--- src/rtl/ex.sv ---
// Execute stage of the RV32IM core: single-cycle ALU/branch/jump/MUL, plus an
// iterative radix-2 restoring divider that stalls the pipeline while it runs.
module ex #(
  parameter bit MUL_EN = 1'b1,
  parameter bit DIV_EN = 1'b1
) (
  input  logic        clk,
  input  logic        rst,
  input  logic [31:0] inst_i,
  input  logic [31:0] inst_addr_i,
  input  logic [31:0] op1_i,
  input  logic [31:0] op2_i,
  input  logic [4:0]  rd_addr_i,
  input  logic        reg_wen_i,
  output logic [4:0]  rd_addr_o,
  output logic [31:0] rd_data_o,
  output logic        reg_wen_o,
  output logic [31:0] jump_addr_o,
  output logic        jump_en_o,
  output logic        hold_flag_o
);

  localparam int unsigned XLEN = 32;
  localparam int unsigned RW   = 5;
  localparam int unsigned CW   = 5;

  localparam logic [6:0] OPC_OP     = 7'b0110011;
  localparam logic [6:0] OPC_OP_IMM = 7'b0010011;
  localparam logic [6:0] OPC_LUI    = 7'b0110111;
  localparam logic [6:0] OPC_AUIPC  = 7'b0010111;
  localparam logic [6:0] OPC_JAL    = 7'b1101111;
  localparam logic [6:0] OPC_JALR   = 7'b1100111;
  localparam logic [6:0] OPC_BRANCH = 7'b1100011;
  localparam logic [6:0] FUNCT7_M   = 7'b0000001;
  localparam logic [XLEN-1:0] NOP_INST = 32'h00000013;

  typedef enum logic [1:0] {IDLE, BUSY, DONE} state_t;

  state_t state, state_nxt;

  logic [6:0] opcode, funct7;
  logic [2:0] funct3;
  logic [XLEN-1:0] imm_i, imm_b, imm_j, imm_u;
  logic is_mext, is_div;

  assign opcode = inst_i[6:0];
  assign funct3 = inst_i[14:12];
  assign funct7 = inst_i[31:25];
  assign imm_i  = {{20{inst_i[31]}}, inst_i[31:20]};
  assign imm_b  = {{20{inst_i[31]}}, inst_i[7], inst_i[30:25], inst_i[11:8], 1'b0};
  assign imm_j  = {{12{inst_i[31]}}, inst_i[19:12], inst_i[20], inst_i[30:21], 1'b0};
  assign imm_u  = {inst_i[31:12], 12'h000};
  assign is_mext = (opcode == OPC_OP) && (funct7 == FUNCT7_M);
  assign is_div  = is_mext && funct3[2];

  // 64-bit product; operands sign-extended per funct3 (MULHU unsigned, MULHSU op2 unsigned)
  logic op1_sgn, op2_sgn;
  logic [2*XLEN-1:0] mul_a, mul_b, mul_full;
  assign op1_sgn  = (funct3 != 3'b011) && op1_i[XLEN-1];
  assign op2_sgn  = !funct3[1] && op2_i[XLEN-1];
  assign mul_a    = {{XLEN{op1_sgn}}, op1_i};
  assign mul_b    = {{XLEN{op2_sgn}}, op2_i};
  assign mul_full = mul_a * mul_b;

  logic [XLEN-1:0] alu_data, alu_jaddr;
  logic alu_wen, alu_jen, br_taken;

  always_comb begin
    unique case (funct3)
      3'b000:  br_taken = (op1_i == op2_i);
      3'b001:  br_taken = (op1_i != op2_i);
      3'b100:  br_taken = ($signed(op1_i) < $signed(op2_i));
      3'b101:  br_taken = ($signed(op1_i) >= $signed(op2_i));
      3'b110:  br_taken = (op1_i < op2_i);
      3'b111:  br_taken = (op1_i >= op2_i);
      default: br_taken = 1'b0;
    endcase
  end

  // Single-cycle result path
  always_comb begin
    alu_data  = '0;
    alu_wen   = 1'b0;
    alu_jen   = 1'b0;
    alu_jaddr = '0;
    case (opcode)
      OPC_OP, OPC_OP_IMM: begin
        alu_wen = reg_wen_i;
        if (is_mext) begin
          if (!funct3[2] && MUL_EN)
            alu_data = (funct3 == 3'b000) ? mul_full[XLEN-1:0] : mul_full[2*XLEN-1:XLEN];
        end else begin
          case (funct3)
            3'b000:  alu_data = (opcode == OPC_OP && funct7[5]) ? op1_i - op2_i : op1_i + op2_i;
            3'b001:  alu_data = op1_i << op2_i[4:0];
            3'b010:  alu_data = {{(XLEN-1){1'b0}}, $signed(op1_i) < $signed(op2_i)};
            3'b011:  alu_data = {{(XLEN-1){1'b0}}, op1_i < op2_i};
            3'b100:  alu_data = op1_i ^ op2_i;
            3'b101:  alu_data = funct7[5] ? XLEN'($signed(op1_i) >>> op2_i[4:0])
                                          : op1_i >> op2_i[4:0];
            3'b110:  alu_data = op1_i | op2_i;
            default: alu_data = op1_i & op2_i;
          endcase
        end
        if (inst_i == NOP_INST) begin
          alu_wen  = 1'b0;
          alu_data = '0;
        end
      end
      OPC_LUI: begin
        alu_wen  = reg_wen_i;
        alu_data = imm_u;
      end
      OPC_AUIPC: begin
        alu_wen  = reg_wen_i;
        alu_data = inst_addr_i + imm_u;
      end
      OPC_JAL: begin
        alu_wen   = reg_wen_i;
        alu_data  = inst_addr_i + XLEN'(4);
        alu_jen   = 1'b1;
        alu_jaddr = inst_addr_i + imm_j;
      end
      OPC_JALR: begin
        alu_wen   = reg_wen_i;
        alu_data  = inst_addr_i + XLEN'(4);
        alu_jen   = 1'b1;
        alu_jaddr = (op1_i + imm_i) & ~XLEN'(1);
      end
      OPC_BRANCH: begin
        alu_jen   = br_taken;
        alu_jaddr = br_taken ? inst_addr_i + imm_b : '0;
      end
      default: ;
    endcase
  end

  // Divider datapath: quotient bits shift into div_dvd as the dividend shifts out
  logic [XLEN-1:0] div_dvd, div_dsr, div_rem;
  logic [CW-1:0]   div_cnt;
  logic [RW-1:0]   div_rd;
  logic div_neg_q, div_neg_r, div_sel_rem, div_zero;
  logic div_start_c, div_step_c, div_sgn;
  logic [XLEN:0]   div_trial;
  logic [XLEN-1:0] div_q, div_r, div_res;

  assign div_sgn   = !funct3[0];
  assign div_trial = {div_rem, div_dvd[XLEN-1]} - {1'b0, div_dsr};

  always_ff @(posedge clk or posedge rst) begin
    if (rst) begin
      div_dvd     <= '0;
      div_dsr     <= '0;
      div_rem     <= '0;
      div_cnt     <= '0;
      div_rd      <= '0;
      div_neg_q   <= 1'b0;
      div_neg_r   <= 1'b0;
      div_sel_rem <= 1'b0;
      div_zero    <= 1'b0;
    end else if (div_start_c) begin
      div_dvd     <= (div_sgn && op1_i[XLEN-1]) ? -op1_i : op1_i;
      div_dsr     <= (div_sgn && op2_i[XLEN-1]) ? -op2_i : op2_i;
      div_rem     <= '0;
      div_cnt     <= '0;
      div_rd      <= rd_addr_i;
      div_neg_q   <= div_sgn && (op1_i[XLEN-1] ^ op2_i[XLEN-1]);
      div_neg_r   <= div_sgn && op1_i[XLEN-1];
      div_sel_rem <= funct3[1];
      div_zero    <= (op2_i == '0);
    end else if (div_step_c) begin
      div_cnt <= div_cnt + CW'(1);
      if (!div_trial[XLEN]) begin
        div_rem <= div_trial[XLEN-1:0];
        div_dvd <= {div_dvd[XLEN-2:0], 1'b1};
      end else begin
        div_rem <= {div_rem[XLEN-2:0], div_dvd[XLEN-1]};
        div_dvd <= {div_dvd[XLEN-2:0], 1'b0};
      end
    end
  end

  // Overflow (0x80000000 / -1) falls out naturally: magnitude 0x80000000 negates to itself, rem 0
  assign div_q   = div_zero ? '1 : (div_neg_q ? -div_dvd : div_dvd);
  assign div_r   = div_neg_r ? -div_rem : div_rem;
  assign div_res = div_sel_rem ? div_r : div_q;

  always_ff @(posedge clk or posedge rst) begin
    if (rst) state <= IDLE;
    else     state <= state_nxt;
  end

  logic [RW-1:0]   rd_addr_c;
  logic [XLEN-1:0] rd_data_c, jump_addr_c;
  logic reg_wen_c, jump_en_c, hold_c;

  always_comb begin
    state_nxt   = state;
    div_start_c = 1'b0;
    div_step_c  = 1'b0;
    rd_addr_c   = rd_addr_i;
    rd_data_c   = alu_data;
    reg_wen_c   = alu_wen;
    jump_addr_c = alu_jaddr;
    jump_en_c   = alu_jen;
    hold_c      = 1'b0;
    case (state)
      IDLE: begin
        if (is_div && DIV_EN) begin
          state_nxt   = BUSY;
          div_start_c = 1'b1;
          hold_c      = 1'b1;
          rd_addr_c   = '0;
          rd_data_c   = '0;
          reg_wen_c   = 1'b0;
          jump_addr_c = '0;
          jump_en_c   = 1'b0;
        end
      end
      BUSY: begin
        div_step_c  = 1'b1;
        hold_c      = 1'b1;
        rd_addr_c   = '0;
        rd_data_c   = '0;
        reg_wen_c   = 1'b0;
        jump_addr_c = '0;
        jump_en_c   = 1'b0;
        if (div_cnt == CW'(31)) state_nxt = DONE;
      end
      DONE: begin
        state_nxt   = IDLE;
        rd_addr_c   = div_rd;
        rd_data_c   = div_res;
        reg_wen_c   = 1'b1;
        jump_addr_c = '0;
        jump_en_c   = 1'b0;
      end
      default: state_nxt = IDLE;
    endcase
  end

  // Reset forces every output low immediately, independent of the combinational path
  assign rd_addr_o   = rst ? '0 : rd_addr_c;
  assign rd_data_o   = rst ? '0 : rd_data_c;
  assign reg_wen_o   = !rst && reg_wen_c;
  assign jump_addr_o = rst ? '0 : jump_addr_c;
  assign jump_en_o   = !rst && jump_en_c;
  assign hold_flag_o = !rst && hold_c;

endmodule

--- config.mk ---
export PLATFORM = sky130hd
export DESIGN_NAME = ex
export DESIGN_NICKNAME = d
export VERILOG_FILES = /design/src/rtl/ex.sv
export SDC_FILE = /design/constraint.sdc
export NUM_CORES = 2
export LEC_CHECK = 0
export ABC_CLOCK_PERIOD_IN_PS = 21600
export CORE_ASPECT_RATIO = 1.25
export CORE_MARGIN = 1
export CORE_UTILIZATION = 40
export DETAILED_ROUTE_END_ITERATION = 16
export PLACE_DENSITY = 0.66
export SKIP_CTS_REPAIR_TIMING = 1
export SLEW_MARGIN = 10
export SYNTH_ARGS = -nofsm -noshare
export SYNTH_HDL_FRONTEND = slang
export SYNTH_SLANG_ARGS = --single-unit
--- constraint.sdc ---
create_clock -name clk -period 21.6 [get_ports clk]
set_clock_uncertainty 0.1 [all_clocks]
set_input_delay 5.4 -clock clk [delete_from_list [all_inputs] [get_ports clk]]
set_output_delay 5.4 -clock clk [all_outputs]
set_load 0.005 [all_outputs]
; ---- Yosys cells after proc, flatten, opt, wreduce, memory -nomap -nowiden
; Index checks and enable logic that the tools add are counted.
; Widths: inputs -> output; s select.
[word_totals]
reg_bits = 112
latchBits = 0
ramBits = 0
romBits = 0
input_bits = 136
out_inout_bits = 72
word_cells = 130
mem_count = 0
[op_classes]
n_addsub = 13
n_mul = 1
div_mod_pow = 0
magnitude_cmp = 4
n_eq_ne = 24
shifts = 3
n_mux = 48
bitwise_logic = 4
reduce_logical = 23
[ops]
columns = op, count
row1 = $mux 32, 22
row2 = $pmux 32 s7, 1
row3 = $pmux 32 s3, 2
row4 = $add 32x32->32, 5
row5 = $neg 32->32, 4
row6 = $pmux 32 s4, 1
row7 = $ge 32x32->1, 2
row8 = $lt 32x32->1, 2
row9 = $mul 33x33->64, 1
row10 = $pmux 32 s2, 1
row11 = $sub 33x32->33, 1
row12 = $add 32x3->32 const B, 1
row13 = $and 32x32->32, 1
row14 = $eq 32x32->1, 1
row15 = $eq 32x5->1 const B, 1
row16 = $logic_not 32->1, 1
row17 = $ne 32x32->1, 1
row18 = $or 32x32->32, 1
row19 = $shl 32x5->32, 1
row20 = $shr 32x5->32, 1
row21 = $sshr 32x5->32, 1
row22 = $sub 32x32->32, 1
row23 = $xor 32x32->32, 1
row24 = $eq 7x7->1 const B, 3
row25 = 29 further kinds, 63

; ---- Longest topological paths before layout
[logic_depth]
ltp_word = 11
depth_mapped = 34
depth_no_buf = 30

; ---- Worst setup path after synthesis
; Ideal clock, no wire load.
[synth_path]
path_kind = input port to output port
from = in op2_i[2]
to = out rd_data_o[31]
arrival_time_ns = 14.095
required_ns = 16.100
slack_ns = 2.005
path_stages = 33
n_path_buf = 7
path_cell_list = clkbuf_1 clkbuf_1 clkbuf_1 buf_1 clkbuf_1 clkbuf_1 nand2_1 fa_1 fa_1 inv_1 fa_1 inv_1 fa_1 inv_1 fa_1 fa_1 fa_1 inv_1 fa_1 inv_1 ha_1 buf_2 nand4_1 or3_1 o21ai_0 a21oi_1 o31a_1 o31a_1 o21ai_2 a41oi_2 or4_1 a31oi_1 nand3_1
[synth_via]
elab_chain_cells = 9
word_cells_on_any_way = 17
classes_between = 2 x add/sub / 1 x mul / 3 x shift / 11 x mux
[synth_rtl]
columns = item, line_no
row1 = "start, declared", 12  ; input logic [31:0] op2_i,
row2 = $mul 33x33->64 (tied with other cells), 63  ; assign mul_full = mul_a * mul_b;
row3 = $mux 32 (on tied branches), "91, 94, 99"
row4 = $mux 32 / $pmux 32 s7 (equally long branches), "90, 93"
row5 = $mux 32 (*), 89  ; if (is_mext) begin
row6 = $mux 32 (*), 105  ; if (inst_i == NOP_INST) begin
row7 = $pmux 32 s4 (*), 86  ; case (opcode)
row8 = $mux 32, 209  ; if (is_div && DIV_EN) begin
row9 = $pmux 32 s3 (*), 207  ; case (state)
row10 = $mux 32 (*), 244  ; assign rd_data_o = rst ? '0 : rd_data_c;
row11 = "end, declared", 16  ; output logic [31:0] rd_data_o,
; Mark *: on every way between the ends. The rest lies on a longest branch, timed or not.

; ---- Final worst setup path
[layout_path]
from = in op2_i[5]
to = out rd_data_o[15]
[layout_via]
elab_chain_cells = 9
word_cells_on_any_way = 13
classes_between = 2 x add/sub / 1 x mul / 10 x mux
[layout_rtl]
columns = item, line_no
row1 = $mul 33x33->64 (tied with other cells), 63
row2 = $mux 32 (on tied branches), "91, 94"
row3 = $mux 32 / $pmux 32 s7 (equally long branches), "90, 93"
row4 = $mux 32 (*), 89
row5 = $mux 32 (*), 105
row6 = $pmux 32 s4 (*), 86
row7 = $mux 32, 209
row8 = $pmux 32 s3 (*), 207
row9 = $mux 32 (*), 244
; Marked as above.

==> summary.md <==
| Metric | Value |
|---|---|
| Outcome | completed |
| Number of primary I/O pins | 208 |
| Setup crit end kind | primary output |
| CTS tree | built |
| Initial antenna violation count | 31 |
| Drt total wl | 317 mm |
| Slowest stage cell, crit path | clkdlybuf4s50_1 |
| CTS buffer count | 9 |
| Avg WL per Cell | 32.5 um |
| Avg Inst Size Synth | 8.05 um^2 |
| Top cell type's share of synthesized area | 0.366 |
| First-pass GRT wire length | 450 mm |
| Crit path buf inv count | 6 |
| Max-Slew Margin vs Limit | 0.167 |
| Post-DP Area | 66900 um^2 |
| Hold Path Class | flop to flop |
| Inst Count DP | 9746 |
| Yosys Warn Count | 0 |
| Synth cell count leaders | inv_1 (1267), fa_1 (1132), nand2_1 (1056) |
| Worst r2r path cells | 16 |
| Via density per instance | 6.10 |
| Crit path launch type | primary input |
| Final setup margin | 238 ps |
| DRC viols | 0 |
| Fin cells | 9776 |
| Clock slew seen by the registers of the worst setup and hold paths | 80 ps |
| Final period utilization | 0.989 |
| RSZ-0062 raised after global routing | no |
| Clock sink total | 112 |
| Post-route ant nets | 0 |
| Max Clock Freq | 0.0468 GHz |
| Starting Density | 0.402 |
| Core Area | 154000 um^2 |
| Gr usage total | 0.403 |
| First DRT Iteration DRCs | 5966 |
| Main synth FF type | dfrtp_1 |
| Overflow after GRT | 0 |
| Largest net degree at the start of global routing | 83 |
| WP data arrival | 15860 ps |
| Minimum clock period | 21360 ps |
| Number of synthesized register bits | 112 |
| Register area share after synthesis | 0.0453 |
| Synthesized Nets | 9389 |
| HPWL Detailed | 260 mm |
| Largest delay share family, worst path | adder cells |
| P&R area growth vs syn | 8.61% |
| CP Max Fanout | 8 |
| Count leader, synth | inv_1 |
| Multi-input logic area | 52600 um^2 |
| # setup viols final | 0 |
| Post-route design area | 67300 um^2 |
| Max Cap Viol | 0 |
| Area contributors post-synth | fa_1 (37%), ha_1 (8.7%), inv_1 (7.7%) |
| Routability Congestion | 1.10 |
| H-Tree Depth | 3 |
| Share of cells above drive strength 1 | 0.0607 |
| Final Hold Fails | 0 |
| Die X | 354 um |
| Syn Inst Count | 7689 |
| Worst-Skew Late Latency | 370 ps |
| Critical Path RT | 16100 ps |
| Hold path cells | 2 |
| Worst-margin pin slew | 1250 ps |
| Storage element area | 2800 um^2 |
| Post-synth top area cell | fa_1 |
| Via Count | 59600 |
| CP Depth | 26 |
| CP dominant cell by count | fa_1 |
| Root buffer cell | clkbuf_16 |
| Fraction of registers with async set/reset | 1.00 |
| Die H | 442 um |
| Vias in the first global route | 61200 |
| DP Worst Slack | 162 ps |
| Post-synthesis cell area | 61900 um^2 |
| FP Rows | 161 |
| Nets | 9422 |
| Synth unique cells | 94 |
| Port bufs | 207 |
| Worst-case clock buffer depth | 2 |
| Drt pass-1 iters | 6 |
| Setup TNS | 0 ps |
| WS Path Type | primary input to primary output |
| Die footprint | 156000 um^2 |
| Slowest stage delay, CP | 990 ps |
| Pins Over Slew Limit | 0 |
| Fill count | 15600 |
| EDFF count, synth | 0 |
## tightest hold or removal path: stages (launching register included)
cell and delay, ps:
dfrtp_1 350, nand2_1 50, nand2_1 50
## logic make-up (layout without fill, tap and decap cells)
family	count (synthesis)	in the layout	share of synthesized area
compound gates	1458	1458	0.152
buf+inv	1755	1793	0.107
xor+xnor	344	344	0.0487
simple gates	2299	2299	0.157
other cells	0	12	0
fa+ha+maj	1565	1565	0.453
mux	156	156	0.0365
flops	112	112	0.0453
## sequential cells by signal, summed over array words and instances (netlist names)
| signal | flops |
|---|---|
| div_zero | 1 |
| div_rem | 32 |
| div_dvd | 32 |
| div_dsr | 32 |
| div_cnt | 5 |
| state | 2 |
| div_neg_q | 1 |
| div_neg_r | 1 |
| div_sel_rem | 1 |
| div_rd | 5 |
## worst paths after layout
| kind | slack (ps) | endpoint | startpoint |
|---|---|---|---|
| worst min-delay path | 370 | div_rd[2] | div_rd[2] |
| worst max register to register | 16950 | div_rem[4] | div_dvd[31] |
| min in group asynchronous | 5760 | div_cnt[2] | rst |
| worst min register to register | 370 | div_rd[2] | div_rd[2] |
| worst max-delay path | 240 | rd_data_o[15] | op2_i[5] |
| max in group asynchronous | 14410 | div_dvd[18] | rst |
## metrics by stage
stage	util	hold WS (ps)
floorplan	-	340
global placement	0.435	350
detailed placement	0.435	357
CTS	0.436	376
global route	0.437	402
finish	0.437	374
## cells in the final DEF (no fill, tap or decap), drive strengths merged, types with 20 or more instances in the layout
cell type and n:
a211oi 49, a21o 90, a21oi 377, a221o 27, a221oi 46, a22oi 47
a31oi 63, and2 24, and3 32, buf 317, clkdlybuf4s50 166, clkinv 20
dfrtp 112, fa 1132, ha 432, inv 1276, mux2i 93, mux4 55
nand2 1056, nand2b 43, nand3 99, nand4 41, nor2 754, nor2b 28
nor3 110, nor4 30, o211ai 37, o21a 35, o21ai 371, o21bai 37
o221ai 25, o22ai 30, o31ai 58, or3 33, xnor2 232, xor2 112
## routing by layer
metal	routed length [um]	vias up	global-route usage
li1	-	24900	-
met2	144000	3392	0.639
met3	26800	1058	0.0772
met4	30200	18	0.304
met1	117000	30300	0.485
met5	115	-	0
## layout make-up
cell class / count / area share
Clock buffer: 9 / 0.00335
Clock inverter: 7 / 0.00113
Multi-Input combinational cell: 5822 / 0.782
Timing Repair Buffer: 484 / 0.0611
Tap cell: 2037 / 0.0379
Antenna cell: 12 / 0.000447
Inverter: 1293 / 0.0723
Sequential cell: 112 / 0.0417
Power is left out: the tool's default activity adds up to more than one toggle a clock period on the data nets, which glitch-free logic cannot reach.
